[src/rtl/packet_processor_receiver.sv]
// Ingress stage of the packet processor: classifies each packet on its first beat and steers it to the
// processed or bypass output, each through a one-beat register slice. Optional counters: PACKET_RECEIVER_STATS_EN.
module packet_processor_receiver #(
  parameter int          TDATA_WIDTH     = 256,
  parameter int          TUSER_WIDTH     = 128,
  parameter logic [15:0] MATCH_ETHERTYPE = 16'h0800,
  localparam int         TKEEP_WIDTH     = TDATA_WIDTH / 8
) (
  input  logic                   axis_aclk,
  input  logic                   axis_resetn,
  input  logic                   processing_enable,
  input  logic [TDATA_WIDTH-1:0] packet_in_axis_tdata,
  input  logic [TKEEP_WIDTH-1:0] packet_in_axis_tkeep,
  input  logic [TUSER_WIDTH-1:0] packet_in_axis_tuser,
  input  logic                   packet_in_axis_tvalid,
  output logic                   packet_in_axis_tready,
  input  logic                   packet_in_axis_tlast,
  output logic [TDATA_WIDTH-1:0] processed_packet_out_axis_tdata,
  output logic [TKEEP_WIDTH-1:0] processed_packet_out_axis_tkeep,
  output logic [TUSER_WIDTH-1:0] processed_packet_out_axis_tuser,
  output logic                   processed_packet_out_axis_tvalid,
  output logic                   processed_packet_out_axis_tlast,
  input  logic                   processed_packet_out_axis_tready,
  output logic [TDATA_WIDTH-1:0] packet_to_bypass_out_axis_tdata,
  output logic [TKEEP_WIDTH-1:0] packet_to_bypass_out_axis_tkeep,
  output logic [TUSER_WIDTH-1:0] packet_to_bypass_out_axis_tuser,
  output logic                   packet_to_bypass_out_axis_tvalid,
  output logic                   packet_to_bypass_out_axis_tlast,
`ifdef PACKET_RECEIVER_STATS_EN
  input  logic                   packet_to_bypass_out_axis_tready,
  output logic [31:0]            proc_pkt_count,
  output logic [31:0]            bypass_pkt_count
`else
  input  logic                   packet_to_bypass_out_axis_tready
`endif
);

  typedef enum logic [1:0] {ST_SOP, ST_FWD_PROC, ST_FWD_BYP} state_e;

  state_e                 state_q, state_d;
  logic [TDATA_WIDTH-1:0] proc_tdata_q, proc_tdata_d, byp_tdata_q, byp_tdata_d;
  logic [TKEEP_WIDTH-1:0] proc_tkeep_q, proc_tkeep_d, byp_tkeep_q, byp_tkeep_d;
  logic [TUSER_WIDTH-1:0] proc_tuser_q, proc_tuser_d, byp_tuser_q, byp_tuser_d;
  logic                   proc_tvalid_q, proc_tvalid_d, byp_tvalid_q, byp_tvalid_d;
  logic                   proc_tlast_q, proc_tlast_d, byp_tlast_q, byp_tlast_d;

  logic [15:0] ethertype;
  logic        cls_proc, sel_proc, proc_slot_ready, byp_slot_ready, accept;

  always_comb begin
    ethertype       = {packet_in_axis_tdata[103:96], packet_in_axis_tdata[111:104]};
    cls_proc        = processing_enable && packet_in_axis_tkeep[13] && (ethertype == MATCH_ETHERTYPE);
    sel_proc        = (state_q == ST_SOP) ? cls_proc : (state_q == ST_FWD_PROC);
    proc_slot_ready = !proc_tvalid_q || processed_packet_out_axis_tready;
    byp_slot_ready  = !byp_tvalid_q || packet_to_bypass_out_axis_tready;
    // Holding tready low during reset keeps upstream from handing over beats that would be lost.
    packet_in_axis_tready = axis_resetn && (sel_proc ? proc_slot_ready : byp_slot_ready);
    accept = packet_in_axis_tvalid && packet_in_axis_tready;

    state_d = state_q;
    if (accept) begin
      if (packet_in_axis_tlast)  state_d = ST_SOP;
      else if (state_q == ST_SOP) state_d = cls_proc ? ST_FWD_PROC : ST_FWD_BYP;
    end

    proc_tdata_d  = proc_tdata_q;
    proc_tkeep_d  = proc_tkeep_q;
    proc_tuser_d  = proc_tuser_q;
    proc_tlast_d  = proc_tlast_q;
    proc_tvalid_d = proc_tvalid_q;
    if (accept && sel_proc) begin
      proc_tdata_d  = packet_in_axis_tdata;
      proc_tkeep_d  = packet_in_axis_tkeep;
      proc_tuser_d  = packet_in_axis_tuser;
      proc_tlast_d  = packet_in_axis_tlast;
      proc_tvalid_d = 1'b1;
    end else if (processed_packet_out_axis_tready) begin
      proc_tvalid_d = 1'b0;
    end

    byp_tdata_d  = byp_tdata_q;
    byp_tkeep_d  = byp_tkeep_q;
    byp_tuser_d  = byp_tuser_q;
    byp_tlast_d  = byp_tlast_q;
    byp_tvalid_d = byp_tvalid_q;
    if (accept && !sel_proc) begin
      byp_tdata_d  = packet_in_axis_tdata;
      byp_tkeep_d  = packet_in_axis_tkeep;
      byp_tuser_d  = packet_in_axis_tuser;
      byp_tlast_d  = packet_in_axis_tlast;
      byp_tvalid_d = 1'b1;
    end else if (packet_to_bypass_out_axis_tready) begin
      byp_tvalid_d = 1'b0;
    end
  end

  always_ff @(posedge axis_aclk or negedge axis_resetn) begin
    if (!axis_resetn) begin
      state_q       <= ST_SOP;
      proc_tdata_q  <= '0;
      proc_tkeep_q  <= '0;
      proc_tuser_q  <= '0;
      proc_tlast_q  <= 1'b0;
      proc_tvalid_q <= 1'b0;
      byp_tdata_q   <= '0;
      byp_tkeep_q   <= '0;
      byp_tuser_q   <= '0;
      byp_tlast_q   <= 1'b0;
      byp_tvalid_q  <= 1'b0;
    end else begin
      state_q       <= state_d;
      proc_tdata_q  <= proc_tdata_d;
      proc_tkeep_q  <= proc_tkeep_d;
      proc_tuser_q  <= proc_tuser_d;
      proc_tlast_q  <= proc_tlast_d;
      proc_tvalid_q <= proc_tvalid_d;
      byp_tdata_q   <= byp_tdata_d;
      byp_tkeep_q   <= byp_tkeep_d;
      byp_tuser_q   <= byp_tuser_d;
      byp_tlast_q   <= byp_tlast_d;
      byp_tvalid_q  <= byp_tvalid_d;
    end
  end

  assign processed_packet_out_axis_tdata  = proc_tdata_q;
  assign processed_packet_out_axis_tkeep  = proc_tkeep_q;
  assign processed_packet_out_axis_tuser  = proc_tuser_q;
  assign processed_packet_out_axis_tlast  = proc_tlast_q;
  assign processed_packet_out_axis_tvalid = proc_tvalid_q;
  assign packet_to_bypass_out_axis_tdata  = byp_tdata_q;
  assign packet_to_bypass_out_axis_tkeep  = byp_tkeep_q;
  assign packet_to_bypass_out_axis_tuser  = byp_tuser_q;
  assign packet_to_bypass_out_axis_tlast  = byp_tlast_q;
  assign packet_to_bypass_out_axis_tvalid = byp_tvalid_q;

`ifdef PACKET_RECEIVER_STATS_EN
  logic [31:0] proc_pkt_count_q, proc_pkt_count_d, bypass_pkt_count_q, bypass_pkt_count_d;
  logic        sop_accept;

  always_comb begin
    sop_accept         = accept && (state_q == ST_SOP);
    proc_pkt_count_d   = proc_pkt_count_q;
    bypass_pkt_count_d = bypass_pkt_count_q;
    if (sop_accept && cls_proc)  proc_pkt_count_d   = proc_pkt_count_q + 32'd1;
    if (sop_accept && !cls_proc) bypass_pkt_count_d = bypass_pkt_count_q + 32'd1;
  end

  always_ff @(posedge axis_aclk or negedge axis_resetn) begin
    if (!axis_resetn) begin
      proc_pkt_count_q   <= '0;
      bypass_pkt_count_q <= '0;
    end else begin
      proc_pkt_count_q   <= proc_pkt_count_d;
      bypass_pkt_count_q <= bypass_pkt_count_d;
    end
  end

  assign proc_pkt_count   = proc_pkt_count_q;
  assign bypass_pkt_count = bypass_pkt_count_q;
`endif

endmodule

[config.mk]
export PLATFORM = sky130hd
export DESIGN_NAME = packet_processor_receiver
export DESIGN_NICKNAME = d
export VERILOG_FILES = /design/src/rtl/packet_processor_receiver.sv
export SDC_FILE = /design/constraint.sdc
export NUM_CORES = 1
export LEC_CHECK = 0
export CORE_AREA = 2 2 492 494
export DETAILED_ROUTE_END_ITERATION = 12
export DIE_AREA = 0 0 494 496
export PLACE_DENSITY = 0.43
export SYNTH_ARGS = -nofsm -noshare
export SYNTH_HDL_FRONTEND = slang
export SYNTH_SLANG_ARGS = --single-unit
[constraint.sdc]
create_clock -name axis_aclk -period 2.3 [get_ports axis_aclk]
set_input_delay 0.345 -clock axis_aclk [delete_from_list [all_inputs] [get_ports axis_aclk]]
set_output_delay 0.345 -clock axis_aclk [all_outputs]
set_load 0.005 [all_outputs]
==> PnR_summary.wiki, run 1 <==
{| class="wikitable"
! Metric !! Value
|-
| Cell type with the largest total area after synthesis || dfrtp_1
|-
| Mean number of vias per cell || 3.79
|-
| Wire length per cell after detailed routing || 25.5 um
|-
| Design Area, Final || 0.0540 sq mm
|-
| Top area cells in the synthesized netlist || dfrtp_1, mux2_1, nand2_1
|-
| TritonRoute pass-1 iters || 5
|-
| Endpoint type of the worst setup path || flip-flop
|-
| # port buffers || 1,259
|-
| Max clock buf depth || 3
|-
| Worst slew slack as a fraction of its limit || 0.338
|-
| Initial Utilization || 0.138
|-
| Commonest cells after routing, fill and taps aside || clkdlybuf4s50_1, nand2_1, dfrtp_1, o22ai_1, mux2_1
|-
| Critical path start-end classification || reg -> reg
|-
| Max-cap violations || 0
|-
| Power per cell area || 1020 mW/mm^2
|-
| CTS H-Tree Depth || 3
|-
| Syn-to-layout area delta || 63.9%
|-
| Period utilisation layout || 0.987
|-
| Required time of the worst setup path || 2.89 ns
|-
| WL final || 188,000 um
|-
| Minimum clock period || 2.27 ns
|-
| All-layer global routing usage || 0.147
|-
| Worst hold slack || 0.0623 ns
|-
| Net count of the finished layout || 4,534
|-
| First-pass GRT wire length || 252,000 um
|-
| First-iteration detailed-routing DRC count || 1,824
|-
| DP HPWL || 150,000 um
|-
| Top-area cell type share of the netlist area || 0.636
|-
| Worst slack at placement || -0.858 ns
|-
| Standby leakage power || 0.0219 uW
|-
| Signal arrival time at the worst endpoint || 2.86 ns
|-
| Via Count || 28,036
|-
| Critical Path Source Type || flip-flop
|-
| Fraction of layout cells with a size suffix above 1 || 0.115
|-
| Std-Cell Rows || 180
|-
| CTS tree || yes
|-
| Upper clock frequency limit || 440 MHz
|-
| Syn_area_per_cell || 11.9 sq um
|-
| Total number of clock tree sinks || 838
|-
| Final weighted congestion of routability-driven global placement || 0.844
|-
| Post-detailed-route DRC marker count || 0
|-
| Post-DRT Antenna Nets || 0
|-
| Placed cell area || 0.0503 sq mm
|-
| Count of unique library cells instantiated by Yosys || 32
|-
| GR Overflow Total || 0
|-
| Number of top-level pins || 1,260
|-
| Post-route clock skew || 0.0686 ns
|-
| DIE AREA || 0.245 sq mm
|-
| Syn Nets || 3,194
|-
| Clock root buffer master || clkbuf_16
|-
| Worst hold-check path type || in -> reg
|-
| Die extent in x || 494 um
|-
| RSZ-0062 raised after global routing || true
|-
| Setup violators final || 0
|-
| Slew of the pin with the lowest slew margin || 0.993 ns
|-
| Post-synthesis cell area || 0.0330 sq mm
|-
| VDD IR-drop max || 650 uV
|-
| TritonCTS buffer count || 103
|-
| Number of hold violations in the final report || 0
|-
| Initial antenna violation count || 39
|-
| Outcome || finished clean
|-
| Worst-path clk slew || 0.06 ns
|-
| Largest fanout of any net on the critical path || 80
|-
| Number of standard cells after synthesis || 2,771
|-
| Post-synthesis sequential element count || 838
|-
| Maximum number of pins on one net before global-route repair || 143
|-
| Number of max-slew violations in the final report || 0
|-
| Chip Height || 496 um
|-
| Vias in the first global route || 29,123
|-
| Sequential cell area fraction in the yosys report || 0.636
|-
| Most common cell after layout, fill and taps aside || clkdlybuf4s50_1
|-
| CORE AREA || 0.240 sq mm
|-
| Clock insertion delay at the later pin of the skew report || 0.76 ns
|-
| Count of yosys warnings during synthesis || 0
|-
| Setup WS post-layout || 0.0295 ns
|}
-- through the flow --
step	setup TNS, ns	total power, uW	cells	util
global route	-0.991	58400	7385	0.225
CTS	-0.0888	56400	7370	0.225
finish	0	55300	7393	0.225
global placement	-497.73	38800	7185	0.210
floorplan	0	25300	2771	-
detailed placement	-495.62	38800	7185	0.210
-- area by class of cell --
type / count / area [sq um]
diodes: 19 / 47.5
clock buffers: 155 / 3120
clock inverters: 28 / 405
fillers: 25789 / 186000
inverters: 1 / 3.75
multi-input cells: 1700 / 10700
flip-flops and latches: 838 / 21000
well taps: 3185 / 3990
repair buffers: 1467 / 14700
-- timing repair --
action	4_1_cts	5_1_grt
endpoints found under the hold margin	371	2
gates resized for setup	76	22
buffers inserted	1	2
pin swaps	5	6
endpoints found under the setup margin	52	11
hold buffers	1	2
-- path summary, 6_finish.rpt --
| check | from | to | slack [ns] | cells after the start |
|---|---|---|---|---|
| min | packet_in_axis_tkeep[13] | packet_to_bypass_out_axis_tkeep[13]$_DFFE_PN0P_ | 0.06 | 3 |
| max in group asynchronous | axis_resetn | processed_packet_out_axis_tlast$_DFFE_PN0P_ | 0.70 | 5 |
| max | state_q[1]$_DFFE_PN0P_ | processed_packet_out_axis_tuser[63]$_DFFE_PN0P_ | 0.03 | 8 |
| max reg2reg | state_q[1]$_DFFE_PN0P_ | processed_packet_out_axis_tuser[63]$_DFFE_PN0P_ | 0.03 | 8 |
| min in group asynchronous | axis_resetn | processed_packet_out_axis_tdata[76]$_DFFE_PN0P_ | 0.26 | 3 |
| min reg2reg | packet_to_bypass_out_axis_tdata[174]$_DFFE_PN0P_ | packet_to_bypass_out_axis_tdata[174]$_DFFE_PN0P_ | 0.49 | 1 |
-- routing by layer --
layer	GRT usage	routed length [um]	vias up	share of wire
met5	0	56	-	0.00030
met4	0.0515	5590	10	0.030
met3	0.0846	25600	229	0.14
met2	0.221	82600	1254	0.44
met1	0.175	74700	14221	0.40
li1	-	-	12322	-
-- cells in the mapped netlist --
| cell | n |
|---|---|
| nand2b_1 | 2 |
| o2bb2ai_1 | 1 |
| buf_12 | 2 |
| mux2_1 | 329 |
| a31oi_1 | 1 |
| nand3_1 | 2 |
| nor2b_1 | 1 |
| buf_6 | 35 |
| o21ai_0 | 2 |
| o211a_1 | 1 |
| mux2i_1 | 1 |
| nor4b_1 | 2 |
| buf_1 | 5 |
| buf_2 | 39 |
| nand2_1 | 838 |
| mux2_2 | 88 |
| and3_1 | 3 |
| and2_1 | 1 |
| a211oi_1 | 1 |
| nand3b_1 | 1 |
| nor4_1 | 1 |
| buf_4 | 28 |
| nor2_1 | 3 |
| a21oi_1 | 2 |
| buf_8 | 1 |
| inv_1 | 1 |
| o211ai_2 | 1 |
| nor4b_2 | 1 |
| or3b_1 | 1 |
| o22ai_1 | 417 |
| clkbuf_1 | 122 |
| dfrtp_1 | 838 |
-- power breakdown --
part	internal [uW]	total [uW]	switching [uW]
sequential	18300	20500	2210
combinational	9360	17700	8340
clock	10000	17100	7080
total	37600	55300	17600
-- critical path: stages (launching register included) --
cell and delay (ns):
dfrtp_1 0.39, buf_4 0.14, buf_4 0.13, nand3b_1 0.23, or3b_4 0.45, buf_12 0.21
buf_12 0.27, nand2_1 0.13, o22ai_1 0.08
-- state kept, by name, indices dropped and copies added (netlist names), 2 cells and up --
signal and count:
packet_to_bypass_out_axis_tdata 256, packet_to_bypass_out_axis_tkeep 32, packet_to_bypass_out_axis_tuser 128, processed_packet_out_axis_tdata 256, processed_packet_out_axis_tkeep 32, processed_packet_out_axis_tuser 128, state_q 2
-- logic make-up (layout without fill, tap and decap cells) --
family,Yosys count,after routing,share of synthesized area
buf+inv,233,1651,0.0405
flops,838,838,0.636
mux,418,418,0.143
other cells,0,19,0
compound gates,426,426,0.0811
simple gates,856,856,0.0991
Power figures use the tool's default switching activity.
==> run 2, diff against run 1 <==
ABC_CLOCK_PERIOD_IN_PS = 2300   (was not set)
==> results of run 2 <==
No change in the layout: final DEF, timing and power equal those of run 1.
==> run 3, diff against run 2 <==
GPL_ROUTABILITY_DRIVEN = 0   (was not set)
PLACE_DENSITY = not set   (was 0.43)
PLACE_DENSITY_LB_ADDON = 0.05   (was not set)
TNS_END_PERCENT = 100   (was not set)
==> PnR_summary.wiki, run 3 (synthesis results as in run 1) <==
{| class="wikitable"
! Metric !! Value
|-
| DIE AREA || 0.245 sq mm
|-
| Wire length per cell after detailed routing || 26.1 um
|-
| TritonRoute pass-1 iters || 5
|-
| Fraction of power consumed by the clock network || 0.321
|-
| Number of hold violations in the final report || 0
|-
| Required time of the worst setup path || 1.96 ns
|-
| Overall power || 56,200 uW
|-
| CTS H-Tree Depth || 3
|-
| Via Count || 27,289
|-
| Share of power burned in registers || 0.360
|-
| # port buffers || 1,259
|-
| Initial Utilization || 0.138
|-
| Worst slew slack as a fraction of its limit || 0.318
|-
| Chip Height || 496 um
|-
| Logic pwr share || 0.319
|-
| Std-Cell Rows || 180
|-
| CTS tree || yes
|-
| Internal power || 38,300 uW
|-
| VDD IR-drop max || 583 uV
|-
| Maximum number of pins on one net before global-route repair || 149
|-
| Largest fanout of any net on the critical path || 2
|-
| RSZ-0062 raised after global routing || true
|-
| Endpoint type of the worst setup path || output port
|-
| First-pass GRT wire length || 263,000 um
|-
| Critical Path Source Type || input pin
|-
| Reg-to-reg setup timing slack || 0.23 ns
|-
| Slew of the pin with the lowest slew margin || 1.02 ns
|-
| Post-detailed-route DRC marker count || 0
|-
| Number of top-level pins || 1,260
|-
| Period utilisation layout || 1.02
|-
| Fill cell total of the finished layout || 25,736
|-
| Fraction of layout cells with a size suffix above 1 || 0.115
|-
| Upper clock frequency limit || 428 MHz
|-
| Net Sw Frac || 0.318
|-
| Number of max-slew violations in the final report || 0
|-
| DP HPWL || 146,000 um
|-
| Minimum clock period || 2.34 ns
|-
| Setup violators final || 1
|-
| WL final || 193,000 um
|-
| Worst-path clk slew || 0.06 ns
|-
| CORE AREA || 0.240 sq mm
|-
| Commonest cells after routing, fill and taps aside || clkdlybuf4s50_1, nand2_1, dfrtp_1, o22ai_1, mux2_1
|-
| Mean number of vias per cell || 3.69
|-
| Die extent in x || 494 um
|-
| Standby leakage power || 0.0218 uW
|-
| Max clock buf depth || 3
|-
| Vias in the first global route || 29,307
|-
| GR Overflow Total || 0
|-
| Syn-to-layout area delta || 65.8%
|-
| Max-cap violations || 0
|-
| Final Instance Count excl. Fillers || 7,404
|-
| Total number of clock tree sinks || 838
|-
| Worst hold-check path type || in -> reg
|-
| All-layer global routing usage || 0.153
|-
| First-iteration detailed-routing DRC count || 1,061
|-
| Setup WS post-layout || -0.0354 ns
|-
| Failing checks || negative setup slack
|-
| Outcome || complete, but fails checks
|-
| Switching power summed over all nets || 17,900 uW
|-
| Post-route clock skew || 0.0567 ns
|-
| Initial antenna violation count || 44
|-
| TritonCTS buffer count || 115
|-
| Post-DRT Antenna Nets || 0
|-
| Net count of the finished layout || 4,550
|-
| Most common cell after layout, fill and taps aside || clkdlybuf4s50_1
|-
| Clock insertion delay at the later pin of the skew report || 0.77 ns
|-
| Signal arrival time at the worst endpoint || 1.99 ns
|-
| Clock root buffer master || clkbuf_16
|-
| Power per cell area || 1030 mW/mm^2
|-
| Critical path start-end classification || in -> out
|-
| Dpl cells || 7,189
|}
-- run 3: cell types whose count changed in the layout (fill, tap and decap cells not counted), sizes merged --
cell           delta
bufinv            -3
clkbuf           +21
diode            -12
clkdlybuf4s50    +60
dlymetal6s2s      -9
buf               -2
inv               -3
clkinv            +2
dlygate4sd3       +2
dlygate4sd2      -47
clkinvlp          +2
-- run 3: layer usage --
layer	global-route usage	routed length (um)	vias up
li1	-	-	12316
met4	0.0305	2980	30
met3	0.0593	17000	211
met5	0	182	-
met2	0.266	97000	919
met1	0.177	76000	13813
-- run 3: stage by stage --
stage	setup WS, ns	hold WS (ns)	instance area [sq um]	util	setup TNS (ns)
after floorplan	0.390	0.0494	33000	-	0
after global placement	-1.62	0.179	50800	0.212	-801.88
after detailed placement	-1.44	0.179	50800	0.212	-757.57
after CTS	-0.146	0.00208	54600	0.228	-0.146
after global routing	-0.132	0.0442	54600	0.228	-0.132
final	-0.0354	0.0852	54600	0.228	-0.0354
-- run 3: power by group through the flow --
stage	Clock, uW	Combinational, uW	Sequential (uW)
final	18000	17900	20300
after global routing	19500	19300	20800
after CTS	19000	18500	20300
after detailed placement	0	18500	20500
after global placement	0	18600	20500
after floorplan	0	4830	20500
-- run 3: worst paths after layout --
kind                                                                 from                                               end  cells after the start
max in group asynchronous                                     axis_resetn   processed_packet_out_axis_tkeep[27]$_DFFE_PN0P_                      4
hold reg to reg            packet_to_bypass_out_axis_tdata[2]$_DFFE_PN0P_    packet_to_bypass_out_axis_tdata[2]$_DFFE_PN0P_                      1
hold / removal                                   packet_in_axis_tdata[96]   packet_to_bypass_out_axis_tdata[96]$_DFFE_PN0P_                      3
setup reg to reg                                   state_q[1]$_DFFE_PN0P_  packet_to_bypass_out_axis_tuser[126]$_DFFE_PN0P_                      9
setup / recovery                                 packet_in_axis_tdata[99]                             packet_in_axis_tready                      8
min in group asynchronous                                     axis_resetn  processed_packet_out_axis_tdata[203]$_DFFE_PN0P_                      2
-- run 3: layout make-up --
class                      instances  area [sq um]  area share
antenna                            7          17.5    0.000321
clock buffer                     176          3400      0.0622
inverter                           1          3.75   0.0000687
multi-input combinational       1700         10800       0.197
timing repair buffer            1471         15200       0.278
sequential                       838         21000       0.384
clock inverter                    26           307     0.00561
tap                             3185          3990      0.0729
-- run 3: repair_timing --
| action | CTS | global route |
|---|---|---|
| endpoints found under the hold margin | 125 | 4 |
| resized for setup | 34 | 9 |
| pin swaps | 3 | 3 |
| hold buffers | 2 | 3 |
| setup endpoints to repair | 395 | 1 |
| buffers inserted | 2 | 0 |
-- run 3: worst max-delay path, cell delays in order --
cell and delay (ns):
clkdlybuf4s50_1 0.52, nor4b_2 0.20, buf_4 0.15, nand3_2 0.08
o21ai_2 0.13, buf_6 0.12, mux2i_4 0.27, buf_2 0.16
